`src/rtl/arb_pkg.sv`:
```
// ---------------------------------------------------------------------------
// arb_pkg
//   Shared definitions for the 4-way round-robin arbiter.
//   - N_REQ / REQ_W : requester count and width of a requester index
//   - state_e       : two-state arbiter FSM encoding (ST_IDLE / ST_GRANT)
//   - onehot_to_bin : one-hot to binary index encoder
// ---------------------------------------------------------------------------
package arb_pkg;

  localparam int N_REQ = 4;
  localparam int REQ_W = 2;

  typedef enum logic {
    ST_IDLE  = 1'b0,
    ST_GRANT = 1'b1
  } state_e;

  // OR-based encoder: for a one-hot input each output bit is the OR of the
  // positions whose index has that bit set. An all-zero input encodes to 0.
  function automatic logic [REQ_W-1:0] onehot_to_bin(input logic [N_REQ-1:0] onehot);
    logic [REQ_W-1:0] bin;
    bin = '0;
    for (int i = 0; i < N_REQ; i++) begin
      if (onehot[i]) bin = bin | REQ_W'(i);
    end
    return bin;
  endfunction

endpackage : arb_pkg

```
`src/rtl/rr_pick4.sv`:
```
// ---------------------------------------------------------------------------
// rr_pick4
//   Combinational round-robin pick: the first set request bit found when
//   searching upward from ptr, wrapping 3 -> 0.
// Ports
//   req         in  [3:0]  request vector, bit i = requester i
//   ptr         in  [1:0]  highest-priority position for this search
//   pick_onehot out [3:0]  one-hot winner, zero when req == 0
//   pick_id     out [1:0]  binary index of the winner, zero when req == 0
//   pick_any    out        high when any request is set
// ---------------------------------------------------------------------------
module rr_pick4
  import arb_pkg::*;
(
  input  logic [N_REQ-1:0] req,
  input  logic [REQ_W-1:0] ptr,
  output logic [N_REQ-1:0] pick_onehot,
  output logic [REQ_W-1:0] pick_id,
  output logic             pick_any
);

  logic [2*N_REQ-1:0] w_req_dbl;
  logic [2*N_REQ-1:0] w_req_rot_wide;
  logic [N_REQ-1:0]   w_req_rot;
  logic [N_REQ-1:0]   w_sel_rot;
  logic [2*N_REQ-1:0] w_sel_dbl;
  logic [2*N_REQ-1:0] w_sel_back_wide;

  // Rotate right by ptr so the ptr position lands at bit 0; a plain
  // lowest-bit-first priority then implements the wrapped search.
  assign w_req_dbl      = {req, req};
  assign w_req_rot_wide = w_req_dbl >> ptr;
  assign w_req_rot      = w_req_rot_wide[N_REQ-1:0];

  // Isolate the lowest set bit (two's-complement trick).
  assign w_sel_rot = w_req_rot & (~w_req_rot + N_REQ'(1));

  // Rotate left by ptr to return to requester numbering.
  assign w_sel_dbl       = {w_sel_rot, w_sel_rot};
  assign w_sel_back_wide = w_sel_dbl << ptr;
  assign pick_onehot     = w_sel_back_wide[2*N_REQ-1:N_REQ];

  assign pick_id  = onehot_to_bin(pick_onehot);
  assign pick_any = |req;

endmodule : rr_pick4

```
`src/rtl/rr_arbiter4.sv`:
```
// ---------------------------------------------------------------------------
// rr_arbiter4
//   Round-robin arbiter sharing one downstream resource among 4 requesters.
//   A grant is held until its owner drops the request or until it has been
//   held MAX_HOLD cycles. Every grant is followed by at least one idle cycle
//   with gnt == 0 so the datapath source mux switches cleanly.
// Parameters
//   MAX_HOLD       maximum consecutive cycles one owner may hold the grant
// Ports
//   clk            in        rising-edge clock
//   rst_n          in        synchronous active-low reset
//   req            in  [3:0] request per requester
//   gnt            out [3:0] registered one-hot grant, zero when no owner
//   gnt_id         out [1:0] binary index of the owner, zero when gnt == 0
//   gnt_valid      out       high iff gnt != 0
//   timeout_pulse  out       one-cycle pulse after a hold-limit revocation
// ---------------------------------------------------------------------------
module rr_arbiter4
  import arb_pkg::*;
#(
  parameter int MAX_HOLD = 16
) (
  input  logic             clk,
  input  logic             rst_n,
  input  logic [N_REQ-1:0] req,
  output logic [N_REQ-1:0] gnt,
  output logic [REQ_W-1:0] gnt_id,
  output logic             gnt_valid,
  output logic             timeout_pulse
);

  localparam int HOLD_W = $clog2(MAX_HOLD + 1);
  localparam logic [HOLD_W-1:0] HOLD_LAST = HOLD_W'(MAX_HOLD - 1);

  if (MAX_HOLD < 1) begin : g_bad_max_hold
    $error("rr_arbiter4: MAX_HOLD must be at least 1");
  end

  state_e            r_state;
  logic [REQ_W-1:0]  r_ptr;
  logic [HOLD_W-1:0] r_hold_cnt;
  logic [N_REQ-1:0]  r_gnt;
  logic [REQ_W-1:0]  r_gnt_id;
  logic              r_timeout;

  state_e            w_state_nxt;
  logic [REQ_W-1:0]  w_ptr_nxt;
  logic [HOLD_W-1:0] w_hold_cnt_nxt;
  logic [N_REQ-1:0]  w_gnt_nxt;
  logic [REQ_W-1:0]  w_gnt_id_nxt;
  logic              w_timeout_nxt;

  logic [N_REQ-1:0]  w_pick_onehot;
  logic [REQ_W-1:0]  w_pick_id;
  logic              w_pick_any;
  logic              w_owner_req;

  rr_pick4 u_pick (
    .req         (req),
    .ptr         (r_ptr),
    .pick_onehot (w_pick_onehot),
    .pick_id     (w_pick_id),
    .pick_any    (w_pick_any)
  );

  // Owner still requesting; only the owner's bit matters during GRANT.
  assign w_owner_req = |(req & r_gnt);

  // NOTE: every output is given a default before the case so no path leaves
  // a variable unassigned, which would otherwise infer a latch.
  always_comb begin
    w_state_nxt    = r_state;
    w_ptr_nxt      = r_ptr;
    w_hold_cnt_nxt = r_hold_cnt;
    w_gnt_nxt      = r_gnt;
    w_gnt_id_nxt   = r_gnt_id;
    w_timeout_nxt  = 1'b0;

    unique case (r_state)
      ST_IDLE: begin
        if (w_pick_any) begin
          w_state_nxt    = ST_GRANT;
          w_gnt_nxt      = w_pick_onehot;
          w_gnt_id_nxt   = w_pick_id;
          w_ptr_nxt      = w_pick_id + REQ_W'(1);
          w_hold_cnt_nxt = '0;
        end
      end

      ST_GRANT: begin
        if (!w_owner_req || (r_hold_cnt == HOLD_LAST)) begin
          // Release takes precedence: the pulse fires only when the owner
          // was still requesting at the limit.
          w_state_nxt    = ST_IDLE;
          w_gnt_nxt      = '0;
          w_gnt_id_nxt   = '0;
          w_hold_cnt_nxt = '0;
          w_timeout_nxt  = w_owner_req;
        end else begin
          w_hold_cnt_nxt = r_hold_cnt + HOLD_W'(1);
        end
      end

      default: begin
        w_state_nxt = ST_IDLE;
      end
    endcase
  end

  // NOTE: state is updated with non-blocking assignments so all registers
  // sample the same pre-edge values; reset is a synchronous branch here,
  // clearing every register including a grant in progress.
  always_ff @(posedge clk) begin
    if (!rst_n) begin
      r_state    <= ST_IDLE;
      r_ptr      <= '0;
      r_hold_cnt <= '0;
      r_gnt      <= '0;
      r_gnt_id   <= '0;
      r_timeout  <= 1'b0;
    end else begin
      r_state    <= w_state_nxt;
      r_ptr      <= w_ptr_nxt;
      r_hold_cnt <= w_hold_cnt_nxt;
      r_gnt      <= w_gnt_nxt;
      r_gnt_id   <= w_gnt_id_nxt;
      r_timeout  <= w_timeout_nxt;
    end
  end

  assign gnt           = r_gnt;
  assign gnt_id        = r_gnt_id;
  assign gnt_valid     = |r_gnt;
  assign timeout_pulse = r_timeout;

endmodule : rr_arbiter4
```
`config.mk`:
```
export PLATFORM = sky130hd
export DESIGN_NAME = rr_arbiter4
export DESIGN_NICKNAME = d
export VERILOG_FILES = /design/src/rtl/arb_pkg.sv /design/src/rtl/rr_pick4.sv /design/src/rtl/rr_arbiter4.sv
export SDC_FILE = /design/constraint.sdc
export NUM_CORES = 1
export LEC_CHECK = 0
export CORE_ASPECT_RATIO = 0.8
export CORE_MARGIN = 3
export CORE_UTILIZATION = 45
export CTS_CLUSTER_DIAMETER = 120
export DETAILED_ROUTE_END_ITERATION = 12
export GPL_TIMING_DRIVEN = 0
export PLACE_DENSITY = 0.76
export REMOVE_ABC_BUFFERS = 1
export SLEW_MARGIN = 20
export SYNTH_ARGS = -nofsm -noshare
export SYNTH_HDL_FRONTEND = slang
export SYNTH_HIERARCHICAL = 1
export SYNTH_SLANG_ARGS = --single-unit
```
`constraint.sdc`:
```
create_clock -name clk -period 2.6 [get_ports clk]
set_input_delay 0.65 -clock clk [delete_from_list [all_inputs] [get_ports clk]]
set_output_delay 0.65 -clock clk [all_outputs]
set_load 0.02 [all_outputs]
```
==> impl_metrics.ini <==
[clock_tree]
cts_tree = done
clk_latency_ns = 0.28
root_buffer = clkbuf_4
clk_path_buf_depth = 2
cts.clk_slew.worst_paths_ns = 0.09
post_cts_resized = 0
h-tree-depth = 1
cts_made_buffers = 3
clkSinkCount = 15
ctsHoldBuffers = 0
post_cts_buffers = 0

[layout]
drive_gt1_frac = 0.104
fin_util = 0.586
num-nets-final = 124
area_growth_syn_to_layout_pct = 15.6
final_cells = 137
antenna_cells = 0

[synthesis]
synthesis.area_sq_um = 875
yosysTopAreaCellShare = 0.343
seq_area_frac_synth = 0.343
synth_seq_cells = 15
yosys.cell_types.count = 36
synth_top_area_cell = dfxtp_1
synth_edf_count = 0
synthTopCellsByCount = dfxtp_1, nand2_1, nor2_1, o21ai_0
ys_warn_count = 6
synthCells = 104
synth_ff_type = dfxtp_1
synthArstFlopShare = 0
synth.top_cells.by_area = dfxtp_1, o21ai_0, a21boi_1
syn_avg_cell_area_sq_um = 8.41
synth_most_common_cell = dfxtp_1

[hold_path]
min-delay-path-class = reg2reg

[grt]
antenna_found_initial = 0
grt_pass1_wl_microns = 3350
grt_usage = 0.172
gr-total-overflow = 0
grt_pass1_vias = 751
grt_max_degree = 14

[sta]
fin_worst_skew_ns = 0.00474
rsz0062_at_grt = false
slew_violations = 0
final.setup.tns_ns = 0
fin_crit_sh = 0.892
worst_pin_slew_ns = 0.649
fin_crit_ns = 2.32
relSlewSlack = 0.566
hold_violations = 0
fmax_ghz = 0.431
setup_viol = 0
setup_slack_ns = 0.281

[critical_path]
path_class = reg2out
crit_buf_inv = 1
cp.required_ns = 1.95
crit_family = buffers and inverters
crit_chain = or4_1 > clkdlybuf4s50_1
max_stage_delay_ns = 0.55
worstPathArrival_ns = 1.67
slowest_stage = clkdlybuf4s50_1
setup.worst_path.end_class = primary output
cp_max_fo = 4
startpoint_type = flip-flop

[power_and_ir_drop]
peakVddDrop_uv = 371
p_leak_uw = 0.000381
power.density_mw_per_mm2 = 533

[route]
detail-route-antenna-nets = 0
routed_wl_microns = 1820
first_iter_violations = 15
routedWlPerCell_microns = 13.3
vias = 770
drt-vias-per-instance = 5.62
drc = 0
first_pass_iters = 4

[floorplan]
io_pins = 14
die_w_microns = 55.3
die-height_microns = 45.4
die-area_sq_mm = 0.00251
num_rows = 13
initial_utilization = 0.507
design.core.area_sq_mm = 0.00172

[run]
max_cap_viol_count = 0

[placement]
dp_cells = 133
routabilityCongestion = 0.723
post-place-ws_ns = 0.0573
dp_hpwl_microns = 1300
portBuffers = 13

[run_status]
status = finished, final reports clean
## placed cells by master (no fill, tap or decap), types with 2 or more instances in the layout
| cell | count |
|---|---|
| a21boi_1 | 6 |
| a21oi_1 | 4 |
| a22oi_1 | 4 |
| and3_1 | 2 |
| clkbuf_4 | 3 |
| clkdlybuf4s50_1 | 13 |
| dfxtp_1 | 15 |
| ha_1 | 2 |
| inv_1 | 5 |
| nand2_1 | 12 |
| nand3_1 | 2 |
| nor2_1 | 9 |
| nor2b_1 | 6 |
| o21a_1 | 2 |
| o21ai_0 | 9 |
## power by group
| part | switching, uW | internal, uW |
|---|---|---|
| logic | 70.1 | 68.2 |
| registers | 23.3 | 244 |
| clock network | 73.9 | 59.6 |
## cell type report
type	count	area, sq um
Fill cell	182	713
Multi-Input combinational cell	78	508
Sequential cell	15	300
Timing Repair Buffer	13	130
Tap cell	22	27.5
Clock buffer	4	26.3
Inverter	5	18.8
## final timing paths
check	start	endpoint	slack, ns	cells after the start
setup / recovery	gnt[3]$_SDFFE_PN0P_	gnt_valid	0.28	2
hold / removal	gnt_id[1]$_SDFFE_PN0P_	gnt_id[1]$_SDFFE_PN0P_	0.49	2
setup reg to reg	r_hold_cnt[0]$_SDFFE_PN0P_	gnt_id[0]$_SDFFE_PN0P_	0.69	7
hold reg to reg	gnt_id[1]$_SDFFE_PN0P_	gnt_id[1]$_SDFFE_PN0P_	0.49	2
## per-stage QoR
stage / area (sq um) / power [uW] / hold slack [ns]
floorplan: 827 / 355 / 0.461
global route: 1010 / 574 / 0.524
global placement: 985 / 404 / 0.466
finish: 1010 / 539 / 0.487
detailed placement: 985 / 410 / 0.474
CTS: 1010 / 545 / 0.492
## cell families (layout without fill, tap and decap cells)
group                    Yosys count  after routing  synth area share
AO/OA/AOI/OAI                     37             37             0.305
AND/OR/NAND/NOR                   37             37             0.226
buffers and inverters             11             22            0.0758
XOR/XNOR                           1              1            0.0100
flip-flops                        15             15             0.343
multiplexers                       1              1            0.0114
adder cells (fa/ha/maj)            2              2            0.0286
## sequential cells by signal (all words and copies together), names as in the netlist
name           cells
timeout_pulse      1
r_ptr              2
r_hold_cnt         5
r_state            1
gnt                4
gnt_id             2
## metal layers
| layer | GRT usage | share of wire |
|---|---|---|
| met3 | 0.0623 | 0.052 |
| met2 | 0.288 | 0.45 |
| met1 | 0.214 | 0.50 |
| met4 | 0.0437 | 0.0033 |
| met5 | 0 | 0 |
## worst reg2reg max path, stage by stage (launching register included)
cell	delay (ns)
dfxtp_1	0.34
ha_1	0.22
and3_1	0.18
ha_1	0.18
nand2b_1	0.15
a21oi_2	0.42
o21ai_0	0.14
a21boi_0	0.21
Power figures use the tool's default switching activity.
==> patch: new RTL, config.mk and constraints unchanged <==
Set the package constant `REQ_W` to 3 (it was 2).
--- a/src/rtl/arb_pkg.sv
+++ b/src/rtl/arb_pkg.sv
@@ -9,5 +9,5 @@
 
   localparam int N_REQ = 4;
-  localparam int REQ_W = 2;
+  localparam int REQ_W = 3;
 
   typedef enum logic {
Interface: changed (resized gnt_id); port bits go from 14 to 15. The function was not compared with the original's and may differ.
==> patch against the original RTL <==
Synthesized area increased by 25%; routed wire length increased by 19%; sequential cell count increased by 2; setup slack got worse by 0.21 ns; count of clock-buffer cells in the layout decreased by 1; design area increased by 25%; clock skew decreased by 0.0016 ns; global-route usage decreased by 0.97 points; sequential share of layout area decreased by 2.5 points.
Power is not compared: it rests on default switching activity, and its combinational part moved more than twofold at a synthesized area within 25%.
==> patch: results (changes against the original RTL) <==
[routing]
num_vias = 944  ; +23%
dr.first_iter.drc_count = 19  ; +4
wl_per_cell_um = 13.2  ; -0.39%
viasPerCell = 5.79  ; +3.0%
drtPass1Iterations = 4  ; unchanged

[global_route]
grt_start_max_net_pins = 17  ; +3
grt_usage_pct = 16.2  ; -0.97 points
grt_pass1_wl_um = 3810  ; +14%
grt_pass1_vias = 856  ; +14%
antenna_found_initial = 0  ; unchanged

[synthesis]
ys_warn_count = 6  ; unchanged
async_reset_ff_share_pct = 0  ; unchanged
yosysSeqAreaShare_pct = 31.2  ; -3.2 points
synth_top_cells_by_count = 17 x dfxtp_1, 13 x nand2_1, 13 x nor2b_1, 9 x o21ai_1
synth.distinct_cells = 45  ; +25%
syn_inst = 125  ; +20%
synth_area_leaders = dfxtp_1 31%, nor2b_1 7.4%, nand2_1 4.5%

[clocking]
clockBufferDepth = 2  ; unchanged
cts-root-buf = clkbuf_4
clkLatencyLatePin_ns = 0.29
cts_buffers = 3  ; unchanged

[finish]
largest_reg_flops = 5  ; unchanged
drive_gt1_share_pct = 15.2  ; +4.8 points
diodes = 0  ; unchanged
top_register = r_hold_cnt
nNetsFinal = 148  ; +19%

[critical_path]
cp.required_ns = 2.80  ; +0.85 ns
critPathMaxFanout = 9  ; +5
reg2regPathDepth = 7  ; unchanged

[placement]
io_buffers = 14  ; +1
place_hpwl_um = 1570  ; +21%
place_area_mm2 = 0.00122  ; +24%
gp_congestion = 0.820  ; +13%
dp_cells = 157  ; +18%
dp_slack_ns = -0.527  ; -0.584 ns

[timing]
finClkSkew_ns = 0.00314  ; -0.00160 ns
max_slew_margin_pct = 46.5  ; -10 points

[outcome]
status = complete, no violations

## patch: worst paths after layout
path,startpoint,endpoint,slack (ns)
worst min-delay path,gnt_id[0],gnt_id[0],0.49
worst max-delay path,req[1],r_ptr[1],0.07
worst max register to register,r_ptr[0],r_ptr[1],0.17
worst min register to register,gnt_id[0],gnt_id[0],0.49
## patch: final cells by class
cell class,instances,area (µm²)
repair buffers,16,150
flip-flops and latches,17,343
clock buffers,3,22.5
well taps,25,31.3
clock inverters,1,5.00
inverters,5,18.8
multi-input cells,96,689
fillers,202,973
## patch: per-layer routing
layer	up-vias	part of all wire [%]	global-route usage (%)
li1	478	-	-
met1	448	50	22.7
met2	16	46	24.5
met3	2	4.2	5.50
met4	0	0.56	2.17
met5	-	0	0
## patch: cells by family after synthesis
kind of cell	Yosys count	share of synthesized area, %
other cells	1	0.343
compound gates	43	32.8
buf+inv	12	5.73
fa+ha+maj	3	3.44
simple gates	45	21.9
mux	3	3.89
xor+xnor	1	0.802
flops	17	31.2
## patch: critical path, stage by stage
cell and delay, ns:
dlygate4sd2_1 0.33, nor2b_1 0.17, a211o_2 0.34, a21o_4 0.24, a2111oi_4 0.35, a311o_1 0.21
ha_1 0.24, mux2i_1 0.13, nor2b_1 0.06
## patch: repair_timing
| item | 4_1_cts | 5_1_grt |
|---|---|---|
| resized for setup | 5 | 1 |
| pin swaps | 2 | 1 |
| setup endpoints to repair | 2 | 2 |
| buffers inserted | 1 | 1 |
## patch: power by group
part	switching [W]	internal, W	leakage, nW
logic	0.000196	0.000199	0.312
clock network	0.0000860	0.0000573	0.0177
registers	0.0000664	0.000297	0.140
